==> src/rtl/johnson_phase_decoder.sv <==
// Johnson (twisted-ring) counter phase decoder with lock FSM and sequence monitor.
// Optional saturating error counter enabled by defining JDEC_ERR_CNT_EN.
module johnson_phase_decoder #(
    parameter  int N        = 4,
    parameter  int LOCK_CNT = 2,
    localparam int IDX_W    = $clog2(2*N)
) (
    input  logic             clk,
    input  logic             rst_n,
    input  logic [N-1:0]     jc_q,
    input  logic             clr_err,
    output logic [IDX_W-1:0] phase_idx,
    output logic [2*N-1:0]   phase_onehot,
    output logic             valid,
    output logic             locked,
    output logic             wrap_pulse,
    output logic             illegal_err,
    output logic             seq_err,
    output logic             err_sticky,
    output logic [7:0]       err_cnt
);

    typedef enum logic [1:0] {UNLOCK, ACQ, LOCKED} state_t;

    localparam logic [N-1:0]     ONE_N    = 1;
    localparam logic [IDX_W-1:0] ONE_I    = 1;
    localparam logic [IDX_W-1:0] LAST_PH  = IDX_W'(2*N-1);
    localparam logic [3:0]       LOCK_THR = 4'(LOCK_CNT);

    state_t             state_q, state_d;
    logic [N-1:0]       samp_q;
    logic [IDX_W-1:0]   prev_q, prev_d;
    logic [3:0]         gcnt_q, gcnt_d;
    logic [IDX_W-1:0]   idx_q, idx_d;
    logic [2*N-1:0]     onehot_q, onehot_d;
    logic               valid_q, valid_d;
    logic               locked_q, locked_d;
    logic               wrap_q, wrap_d;
    logic               ill_q, ill_d;
    logic               seq_q, seq_d;
    logic               sticky_q, sticky_d;

    logic               legal;
    logic [IDX_W-1:0]   phase;
    logic [IDX_W-1:0]   succ;
    logic               hold, adv, good;
    logic [N-1:0]       inv, plus1, inv_plus1;
    int                 ones;

    // Legal states are a run of ones from the LSB (MSB clear) or from the MSB (MSB set).
    always_comb begin
        inv       = ~samp_q;
        plus1     = samp_q + ONE_N;
        inv_plus1 = inv + ONE_N;
        ones      = 0;
        for (int i = 0; i < N; i++) ones = ones + int'(samp_q[i]);
        if (samp_q[N-1]) begin
            legal = ((inv & inv_plus1) == '0);
            phase = IDX_W'(2*N - ones);
        end else begin
            legal = ((samp_q & plus1) == '0);
            phase = IDX_W'(ones);
        end
        succ = (prev_q == LAST_PH) ? '0 : prev_q + ONE_I;
        hold = legal && (phase == prev_q);
        adv  = legal && (phase == succ);
        good = hold || adv;
    end

    always_comb begin
        state_d = state_q;
        prev_d  = prev_q;
        gcnt_d  = gcnt_q;
        wrap_d  = 1'b0;
        ill_d   = 1'b0;
        seq_d   = 1'b0;
        unique case (state_q)
            UNLOCK: begin
                if (legal) begin
                    prev_d  = phase;
                    gcnt_d  = '0;
                    state_d = ACQ;
                end
            end
            ACQ: begin
                if (!good) begin
                    state_d = UNLOCK;
                end else if (adv) begin
                    prev_d = phase;
                    gcnt_d = gcnt_q + 4'd1;
                    if (gcnt_q + 4'd1 == LOCK_THR) state_d = LOCKED;
                end
            end
            LOCKED: begin
                if (!legal) begin
                    ill_d   = 1'b1;
                    state_d = UNLOCK;
                end else if (!good) begin
                    seq_d   = 1'b1;
                    state_d = UNLOCK;
                end else begin
                    wrap_d = adv && (prev_q == LAST_PH);
                    prev_d = phase;
                end
            end
            default: state_d = UNLOCK;
        endcase

        locked_d = (state_d == LOCKED);
        valid_d  = locked_d && legal;
        idx_d    = valid_d ? phase : idx_q;
        onehot_d = '0;
        if (valid_d) onehot_d[phase] = 1'b1;

        // Clear is applied before a same-cycle error so the error is never lost.
        sticky_d = clr_err ? 1'b0 : sticky_q;
        if (ill_d || seq_d) sticky_d = 1'b1;
    end

    always_ff @(posedge clk or negedge rst_n) begin
        if (!rst_n) begin
            state_q  <= UNLOCK;
            samp_q   <= '0;
            prev_q   <= '0;
            gcnt_q   <= '0;
            idx_q    <= '0;
            onehot_q <= '0;
            valid_q  <= 1'b0;
            locked_q <= 1'b0;
            wrap_q   <= 1'b0;
            ill_q    <= 1'b0;
            seq_q    <= 1'b0;
            sticky_q <= 1'b0;
        end else begin
            state_q  <= state_d;
            samp_q   <= jc_q;
            prev_q   <= prev_d;
            gcnt_q   <= gcnt_d;
            idx_q    <= idx_d;
            onehot_q <= onehot_d;
            valid_q  <= valid_d;
            locked_q <= locked_d;
            wrap_q   <= wrap_d;
            ill_q    <= ill_d;
            seq_q    <= seq_d;
            sticky_q <= sticky_d;
        end
    end

`ifdef JDEC_ERR_CNT_EN
    logic [7:0] ecnt_q, ecnt_d;

    always_comb begin
        ecnt_d = clr_err ? 8'd0 : ecnt_q;
        if ((ill_d || seq_d) && ecnt_d != 8'hFF) ecnt_d = ecnt_d + 8'd1;
    end

    always_ff @(posedge clk or negedge rst_n) begin
        if (!rst_n) ecnt_q <= '0;
        else        ecnt_q <= ecnt_d;
    end

    assign err_cnt = ecnt_q;
`else
    assign err_cnt = '0;
`endif

    assign phase_idx    = idx_q;
    assign phase_onehot = onehot_q;
    assign valid        = valid_q;
    assign locked       = locked_q;
    assign wrap_pulse   = wrap_q;
    assign illegal_err  = ill_q;
    assign seq_err      = seq_q;
    assign err_sticky   = sticky_q;

endmodule

==> config.mk <==
export PLATFORM = sky130hd
export DESIGN_NAME = johnson_phase_decoder
export DESIGN_NICKNAME = d
export VERILOG_FILES = /design/src/rtl/johnson_phase_decoder.sv
export SDC_FILE = /design/constraint.sdc
export NUM_CORES = 1
export LEC_CHECK = 0
export CORE_UTILIZATION = 47
export DETAILED_ROUTE_END_ITERATION = 12
export PLACE_DENSITY = 0.72
export SLEW_MARGIN = 30
export SYNTH_ARGS = -nofsm -noshare
export SYNTH_HDL_FRONTEND = slang
export SYNTH_SLANG_ARGS = --single-unit
==> constraint.sdc <==
create_clock -name clk -period 3.04 [get_ports clk]
set_input_delay 0.608 -clock clk [delete_from_list [all_inputs] [get_ports clk]]
set_output_delay 0.608 -clock clk [all_outputs]
set_load 0.01 [all_outputs]
==> results.yml, run 1 <==
setup_path:
  crit_required_ns: 3.20
  crit_path_top_delay_cell: "fa_2"
  crit_type: "flop to flop"
  crit_path_cell_trace: "fa_2 > ha_4 > nand2b_4 > a21o_4 > a2111oi_4 > nor3_4 > or2_4 > a22oi_4 > mux2_4"
  cp.arrival_ns: 3.27
  worstSetupStartpointType: "flop"
  cp_max_fo: 6
  path_buf_inv: 0
  crit_family: "compound AO/OA/AOI/OAI gates"
  critPathCaptureType: "flop"
  slowest_delay_ns: 0.63
cells_and_area:
  num_antenna_cells: 0
  layout_common_cells: "dfrtp_1 (30), buf_4 (30), clkdlybuf4s50_1 (23)"
  syn_to_final_growth_pct: 36.1
  drive_gt1_share_pct: 34.3
  fin_nets: 233
  final_cells: 264
timing:
  fin_tns_setup_ns: -0.485
  rsz0062_at_grt: "yes"
  setup_viol: 14
  skew_ns: 0.00297
  post-route-period-util_pct: 102
  holdWs_ns: 0.509
  fmax_mhz: 322
  slew_violations: 0
  min_period_ns: 3.10
  setup_ws_ns: -0.0645
  hold_viol_final: 0
placement:
  port_buffers: 23
  gp_congestion: 0.882
  dpl_worst_slack_ns: -0.174
  place_inst: 251
  dp.final_hpwl_um: 2600
clock_tree:
  clockBufferDepth: 2
  cts_tree: "built"
  clkLatencyLatePin_ns: 0.28
  root_buffer: "clkbuf_8"
  cts-hold-fix-buffers: 0
  h-tree-depth: 2
  cts-buffers-inserted: 5
  clkTransAtPathRegs_ns: 0.06
  clkSinkCount: 30
logic_synthesis:
  synthesis.area_sq_um: 1800
  synthTopCellsByArea: "dfrtp_1 (42%), ha_1 (6.9%), buf_4 (3.3%), mux2_1 (2.5%), mux2_4 (2.5%)"
  synth_warnings: 0
  synth-seq-cells: 30
  synth_cells: 161
  synth_edf_count: 0
  synth_area_per_cell_sq_um: 11.2
  async_reset_ff_share_pct: 100
  ys_types: 55
  yosysSeqAreaShare_pct: 41.7
  yosysTopAreaCell: "dfrtp_1"
  synth-main-ff-cell: "dfrtp_1"
  synth_top_area_share_pct: 41.7
routing:
  drc: 0
  viasPerCell: 5.23
  vias: 1380
  routed_wl_um: 3470
  wl_per_cell_um: 13.1
  drtIter0Drc: 34
  antenna_left: 0
  dr.pass1.iters: 4
global_route:
  grt_pass1_wl_um: 6130
  grt_pass1_vias: 1386
  grt_usage_pct: 19.8
  grt_max_degree: 31
  globalRouteOverflowTotal: 0
  antenna_found_initial: 0
power:
  intPower_uw: 1020
  switching_share_pct: 34.3
  peakVddDrop_v: 0.000296
  p_seq_share_pct: 33.7
  p_switching_uw: 534
  power_density_nw_per_um2: 636
  p_leak_uw: 0.00114
  clockPowerShare_pct: 20.5
  p_comb_share_pct: 45.8
floorplan:
  core_area_sq_um: 3660
  io-pin-count: 32
  dieArea_sq_um: 4090
  start_util_pct: 49.2
  die_w_um: 63.9
  die_height_um: 63.9
  rows: 22
run_status:
  violations: "setup timing"
  status: "complete, but fails checks"
flow_run:
  max_cap_violations: 0
worst_hold_path:
  hp-class: "flop to flop"
-- worst register-to-register path, cell delays in order (launching register included) --
cell and delay, ns:
dfrtp_1 0.40, fa_2 0.63, ha_4 0.23, nand2b_4 0.15
a21o_4 0.22, a2111oi_4 0.37, nor3_4 0.10, or2_4 0.27
a22oi_4 0.29, mux2_4 0.33
-- state kept, by name, indices dropped and copies added (netlist names) --
signal        cells
illegal_err       1
wrap_pulse        1
err_sticky        1
seq_err           1
prev_q            3
samp_q            4
phase_idx         3
locked            1
gcnt_q            4
valid             1
state_q           2
phase_onehot      8
-- stage by stage --
stage | total power [uW] | util, % | area (sq um)
2_1_floorplan | 975 | - | 1870
4_1_cts | 1530 | 65.7 | 2400
3_5_place_dp | 1180 | 61.6 | 2250
6_report | 1560 | 67.0 | 2450
3_3_place_gp | 1160 | 61.6 | 2250
5_1_grt | 1660 | 67.0 | 2450
-- synthesized netlist by cell type, types with 4 or more instances --
| cell | n |
|---|---|
| buf_4 | 8 |
| dfrtp_1 | 30 |
| ha_1 | 10 |
| inv_1 | 6 |
| mux2_1 | 4 |
| nand2_1 | 10 |
| nand2b_1 | 5 |
| nor2_1 | 10 |
| nor3_1 | 7 |
| o21ai_0 | 4 |
-- power by group through the flow --
stage,Combinational (uW),Clock [uW],Sequential (uW)
CTS,675,333,522
floorplan,471,0,505
finish,714,320,525
detailed placement,650,0,529
global placement,636,0,526
global route,773,354,536
-- repair_timing --
action                     CTS  global route
pin swaps                    8             1
cloned                       0             0
resized for setup            5             9
setup endpoints to repair   19            21
buffers inserted             5             0
-- final timing paths --
path                       slack [ns]  cells past startpoint          from         endpoint
max                             -0.06                      9     samp_q[0]     phase_idx[2]
min                              0.51                      1  phase_idx[2]     phase_idx[2]
max reg2reg                     -0.06                      9     samp_q[0]     phase_idx[2]
min reg2reg                      0.51                      1  phase_idx[2]     phase_idx[2]
max in group asynchronous        2.05                      2         rst_n        prev_q[1]
min in group asynchronous        0.72                      2         rst_n  phase_onehot[0]
-- metal layers --
metal  track usage (%)  part of all wire [%]  vias to the layer above
met5                 0                     0                        -
met4              7.67                   2.0                        0
met3              5.36                   3.7                        8
met2              36.0                    52                       32
met1              21.7                    42                      680
li1                  -                     -                      660
-- cell families after synthesis --
kind of cell,count (synthesis),share of synthesized area [%]
adders and majority gates,11,8.06
and+or+nand+nor,55,18.4
AOI/OAI and AO/OA,25,13.2
muxes,9,6.11
other,1,0.208
DFF,30,41.7
buffers and inverters,23,7.08
xor gates and xnor gates,7,5.28
-- cell type report --
cell class / count / area, sq um
inverter: 9 / 33.8
clock inverter: 1 / 5.00
multi-input combinational: 115 / 1050
sequential: 30 / 751
fill: 280 / 1210
tap: 48 / 60.1
clock buffer: 7 / 86.3
timing repair buffer: 54 / 467
Power figures use the tool's default switching activity.
==> run 2, diff against run 1 <==
- CAP_MARGIN: default -> 0
==> results of run 2 <==
Final layout, timing and power as in run 1 (identical DEF).
